## src/rtl/dm_bus_bridge.sv

```systemverilog
// Purpose: M-stage data-memory sequencer. It latches one load/store, runs a req/ack access on the memory bus and returns the extended load data.
// Latency: at least 3 cycles per access (IDLE, REQ, DONE). REQ lasts until bus_ack, or ends after TIMEOUT cycles.
// Backpressure: stall holds the pipeline frozen from the IDLE cycle until DONE. bus_req stays high until bus_ack or timeout.
//
// Ports:
//   clk, reset            - clock, synchronous active-high reset
//   m_valid/m_addr/m_wdata/byteen/loadType - M-stage access request (byteen!=0 store, loadType!=0 load)
//   stall                 - combinational freeze of PC/F/D/E/M
//   ld_valid/ld_data/err  - DONE-cycle results (ld_valid and err are 1-cycle pulses)
//   bus_req/bus_we/bus_addr/bus_wdata/bus_be/bus_ack/bus_rdata - data-memory handshake
module dm_bus_bridge #(
    parameter int unsigned TIMEOUT = 16
) (
    input  logic        clk,
    input  logic        reset,
    input  logic        m_valid,
    input  logic [31:0] m_addr,
    input  logic [31:0] m_wdata,
    input  logic [3:0]  byteen,
    input  logic [4:0]  loadType,
    output logic        stall,
    output logic        ld_valid,
    output logic [31:0] ld_data,
    output logic        err,
    output logic        bus_req,
    output logic        bus_we,
    output logic [31:0] bus_addr,
    output logic [31:0] bus_wdata,
    output logic [3:0]  bus_be,
    input  logic        bus_ack,
    input  logic [31:0] bus_rdata
);

    typedef enum logic [1:0] {S_IDLE, S_REQ, S_DONE} state_t;

    state_t      state_q;
    logic [7:0]  cnt_q;
    logic [1:0]  off_q;
    logic [4:0]  lt_q;
    logic        bus_req_q;
    logic        bus_we_q;
    logic [31:0] bus_addr_q;
    logic [31:0] bus_wdata_q;
    logic [3:0]  bus_be_q;
    logic        ld_valid_q;
    logic        err_q;
    logic [31:0] ld_data_q;

    logic        access_d;
    logic        is_store_d;
    logic        word_d;
    logic        half_d;
    logic        misalign_d;
    logic [31:0] wdata_al_d;
    logic [31:0] rsh_d;
    logic [15:0] half_sel_d;
    logic [31:0] ext_d;

    assign access_d   = m_valid && ((byteen != 4'b0000) || (loadType != 5'b00000));
    assign is_store_d = (byteen != 4'b0000);

    // Stores carry their width only in byteen (already shifted by offset), so a
    // halfword store at an odd address appears as 0110.
    assign word_d = is_store_d ? (byteen == 4'b1111) : loadType[0];
    assign half_d = is_store_d ? ((byteen == 4'b0011) || (byteen == 4'b0110) || (byteen == 4'b1100))
                               : (loadType[2] | loadType[1]);
    assign misalign_d = (word_d && (m_addr[1:0] != 2'b00)) || (half_d && m_addr[0]);

    assign wdata_al_d = (byteen == 4'b1111) ? m_wdata : (m_wdata << {m_addr[1:0], 3'b000});

    // Load extraction works on the latched offset and type, so it is valid while bus_ack is high in REQ.
    always_comb begin
        rsh_d      = bus_rdata >> {off_q, 3'b000};
        half_sel_d = off_q[1] ? bus_rdata[31:16] : bus_rdata[15:0];
        ext_d      = bus_rdata;
        if (lt_q[4])      ext_d = {{24{rsh_d[7]}}, rsh_d[7:0]};
        else if (lt_q[3]) ext_d = {24'h000000, rsh_d[7:0]};
        else if (lt_q[2]) ext_d = {{16{half_sel_d[15]}}, half_sel_d};
        else if (lt_q[1]) ext_d = {16'h0000, half_sel_d};
    end

    always_ff @(posedge clk) begin
        if (reset) begin
            state_q     <= S_IDLE;
            cnt_q       <= 8'd0;
            off_q       <= 2'b00;
            lt_q        <= 5'b00000;
            bus_req_q   <= 1'b0;
            bus_we_q    <= 1'b0;
            bus_addr_q  <= 32'h0;
            bus_wdata_q <= 32'h0;
            bus_be_q    <= 4'b0000;
            ld_valid_q  <= 1'b0;
            err_q       <= 1'b0;
            ld_data_q   <= 32'h0;
        end else begin
            // err_q doubles as the error flag: it is only ever set on entry to DONE,
            // so the default clear here is the clear-on-exit from DONE.
            ld_valid_q <= 1'b0;
            err_q      <= 1'b0;
            case (state_q)
                S_IDLE: begin
                    if (access_d) begin
                        off_q       <= m_addr[1:0];
                        lt_q        <= is_store_d ? 5'b00000 : loadType;
                        bus_addr_q  <= {m_addr[31:2], 2'b00};
                        bus_we_q    <= is_store_d;
                        bus_be_q    <= is_store_d ? byteen : 4'b1111;
                        bus_wdata_q <= wdata_al_d;
                        cnt_q       <= 8'd0;
                        if (misalign_d) begin
                            err_q   <= 1'b1;
                            state_q <= S_DONE;
                        end else begin
                            bus_req_q <= 1'b1;
                            state_q   <= S_REQ;
                        end
                    end
                end
                S_REQ: begin
                    // ack has priority over the timeout in the same cycle
                    if (bus_ack) begin
                        bus_req_q <= 1'b0;
                        state_q   <= S_DONE;
                        if (lt_q != 5'b00000) begin
                            ld_data_q  <= ext_d;
                            ld_valid_q <= 1'b1;
                        end
                    end else if (cnt_q == 8'(TIMEOUT - 1)) begin
                        bus_req_q <= 1'b0;
                        err_q     <= 1'b1;
                        state_q   <= S_DONE;
                    end else begin
                        cnt_q <= cnt_q + 8'd1;
                    end
                end
                S_DONE: begin
                    cnt_q   <= 8'd0;
                    state_q <= S_IDLE;
                end
                default: state_q <= S_IDLE;
            endcase
        end
    end

    assign stall     = !reset && access_d && (state_q != S_DONE);
    assign ld_valid  = ld_valid_q;
    assign err       = err_q;
    // Zeroed during an error DONE. Otherwise the last good load result is held.
    assign ld_data   = err_q ? 32'h0 : ld_data_q;
    assign bus_req   = bus_req_q;
    assign bus_we    = bus_we_q;
    assign bus_addr  = bus_addr_q;
    assign bus_wdata = bus_wdata_q;
    assign bus_be    = bus_be_q;

endmodule

```

## config.mk

```make
export PLATFORM = sky130hd
export DESIGN_NAME = dm_bus_bridge
export DESIGN_NICKNAME = d
export VERILOG_FILES = /design/src/rtl/dm_bus_bridge.sv
export SDC_FILE = /design/constraint.sdc
export NUM_CORES = 1
export LEC_CHECK = 0
export ABC_AREA = 1
export BUFFER_PORTS_ARGS = -buffer_cell sky130_fd_sc_hd__clkbuf_2
export CORE_ASPECT_RATIO = 0.5
export CORE_UTILIZATION = 50
export CTS_BUF_LIST = sky130_fd_sc_hd__clkbuf_16
export CTS_CLUSTER_DIAMETER = 150
export DETAILED_ROUTE_END_ITERATION = 10
export GPL_TIMING_DRIVEN = 1
export HOLD_SLACK_MARGIN = 0.12
export PLACE_DENSITY = 0.79
export SLEW_MARGIN = 20
export SYNTH_ARGS = -nofsm -noshare
export SYNTH_HDL_FRONTEND = slang
export SYNTH_SLANG_ARGS = --single-unit
```

## constraint.sdc

```tcl
create_clock -name clk -period 1.7 [get_ports clk]
set_input_delay 0.085 -clock clk [delete_from_list [all_inputs] [get_ports clk]]
set_output_delay 0.085 -clock clk [all_outputs]
set_load 0.03 [all_outputs]
```

==> impl_metrics.tcl <==
set metrics [dict create \
    antenna_found_initial 0 \
    grt_usage 0.317 \
    crit_start "loadType[4]" \
    reg2reg_depth 8 \
    cap_viol_max_count 0 \
    r2r-start "state_q[1]" \
    port_buffers 211 \
    worst_slew_pin_slew_ps 700 \
    async_reset_ff_frac 0 \
    outcome "finished with violations" \
    final_layout_size_suffix_gt1_frac 0.267 \
    power_leakage_nw 4.51 \
    cts_root_buf "clkbuf_16" \
    drtIter0Drc 738 \
    setup_ws_ps -9.36 \
    drt-total-wl_microns 21200 \
    dp_hpwl_microns 12400 \
    globalplace.congestion 0.908 \
    die_area_sq_um 12400 \
    r2r_setup_slack_ps 30 \
    ys_types 35 \
    synth_edf_count 0 \
    grt_max_degree 63 \
    area_growth_pct 48.9 \
    n_antenna_cell 0 \
    p_total_mw 8.58 \
    grt_pass1_wl_microns 31100 \
    critPathCaptureType "flip-flop" \
    ys_warn_count 0 \
    layout_commonest_cell "clkbuf_2" \
    path_clk_slew_ps 60 \
    via_count 7463 \
    crit_type "in2reg" \
    arrival_ps 1990 \
    clockBufferDepth 2 \
    crit_fanout 11 \
    hold_viol 0 \
    vias_per_cell 5.39 \
    synth-main-ff-cell "dfxtp_1" \
    endpoint "bus_wdata[24]" \
    slowest_stage "dlygate4sd3_1" \
    rr_endpoint "bus_wdata[24]" \
    power_density_nw_per_um2 963 \
    num_rows 27 \
    drc 0 \
    dieWidth_microns 157 \
    start_util 0.529 \
    cts_tree "done" \
    first_global_vias 6772 \
    cts_buffers 17 \
    cts.sinks 119 \
    boundaryPins 214 \
    finalMaxSlewViolations 0 \
    slew_headroom 0.533 \
    grt-ovfl-total 0 \
    post_drt_wl_per_cell_microns 15.3 \
    path_cells "dlygate4sd3_1, clkbuf_2, inv_1, nand3_1, o21bai_4, nor2_4, buf_4, clkbuf_16, nand2_1, o21ai_1, nor2_1" \
    pre_cts_slack_ps 61.2 \
    h-tree-depth 4 \
    yosysSeqAreaShare 0.398 \
    synthCells 902 \
    ys_ff_latch 119 \
    detail-route-antenna-nets 0 \
    rsz0062_at_grt "yes" \
    crit_path_max_incr_delay_ps 580 \
    setup_viol 4 \
    placeableCoreArea_sq_um 11300 \
    fin_crit_ps 1710 \
    synth.avg_cell_area_sq_um 6.63 \
    failed_checks "negative setup slack" \
    crit_required_ps 1980 \
    layout.nets 1322 \
    synth_area_sq_um 5980 \
    finalCritPeriodShare 1.01 \
    vdd_drop_max_uv 743 \
    die_h_microns 79.4 \
    clk_latency_ps 420 \
    mostFrequentLayoutCells "clkbuf_2 (210), nand2_1 (141), nor2_1 (131)" \
    start_kind "input port" \
    dr.pass1.iters 5 \
    fmax_mhz 585 \
    min_path_type "in2reg" \
    clock_skew_ps 11.7 \
]
## metrics by stage
step	util	cells	hold slack (ps)	cell area (sq um)	TNS (ps)
global placement	0.636	1245	309	7190	0
floorplan	-	903	220	5990	0
CTS	0.763	1365	121	8630	0
finish	0.787	1384	122	8910	-12.4
global route	0.787	1384	162	8910	-574
detailed placement	0.636	1245	314	7190	0
## cell families (layout without fill, tap and decap cells)
group / Yosys count / in the layout / synth area share
flip-flops: 119 / 119 / 0.398
buffers and inverters: 179 / 500 / 0.126
adder cells (fa/ha/maj): 1 / 1 / 0.00209
other: 1 / 2 / 0.000627
AND/OR/NAND/NOR: 336 / 337 / 0.232
AO/OA/AOI/OAI: 264 / 264 / 0.238
XOR/XNOR: 2 / 2 / 0.00293
## where the power goes
| group | total (mW) | internal, mW | switching, mW |
|---|---|---|---|
| Clock | 3.40 | 2.01 | 1.39 |
| Combinational | 2.06 | 0.759 | 1.30 |
| Sequential | 3.12 | 3.00 | 0.120 |
| Total | 8.58 | 5.77 | 2.81 |
## worst max-delay path: cells and delay by family
family / cells / cell delay [ps]
compound gates: 2 / 180
buf+inv: 5 / 1160
simple gates: 4 / 570
## worst min-delay path by stage
stage	end	from	cells past startpoint	slack (ps)
final	ld_data_q[26]	bus_rdata[26]	5	120
after global routing	ld_data_q[26]	bus_rdata[26]	5	160
after CTS	ld_data_q[8]	bus_rdata[24]	5	120
after detailed placement	bus_addr[14]	m_addr[14]	3	310
after global placement	bus_addr[2]	m_addr[2]	3	310
after floorplan	bus_addr[27]	m_addr[27]	2	220
## sequential cells by signal (all words and copies together) (netlist names)
name and flops:
bus_addr 30, err 1, bus_req 1, cnt_q 8, ld_data_q 32, ld_valid 1, off_q 2, lt_q 5
bus_wdata 32, bus_we 1, bus_be 4, state_q 2
## metal layers
layer  share of wire  track usage  routed length (microns)  up-vias
li1                -            -                        -     3547
met1            0.40        0.362                     8480     3348
met2            0.47        0.560                     9960      469
met3           0.091       0.0633                     1920       99
met4           0.039        0.175                      817        0
met5               0            0                        0        -
## cell type report
type,count,area (sq um)
multi-input combinational,606,2900
fill,758,2410
timing repair buffer,344,2390
sequential,119,2380
inverter,124,473
clock buffer,17,425
tap,159,199
clock inverter,15,133
## synth_stat cells, types with 2 or more instances
cell type	instances	area, sq um
nand2_1	143	537
nor2_1	133	499
o21ai_0	133	666
dfxtp_1	119	2380
inv_1	115	432
a21oi_1	75	375
nand3_1	38	190
clkbuf_1	33	124
o21ai_1	14	70.1
o211ai_1	12	90.1
a31oi_1	11	68.8
buf_2	11	55.1
a21oi_2	8	70.1
o22ai_1	8	50.1
inv_2	6	22.5
buf_6	5	56.3
nand4_1	5	31.3
buf_4	4	30.0
or2_2	4	25.0
nand2_2	3	18.8
nor2_2	3	18.8
a211oi_1	2	15.0
clkinv_1	2	7.51
nor2_4	2	22.5
nor3_1	2	10.0
xor2_1	2	17.5
## timing repair
item	in CTS	in global routing
gates resized for setup	0	28
hold buffers	88	0
endpoints found under the hold margin	87	0
setup buffers	0	15
setup endpoints to repair	0	91
Power figures use the tool's default switching activity.
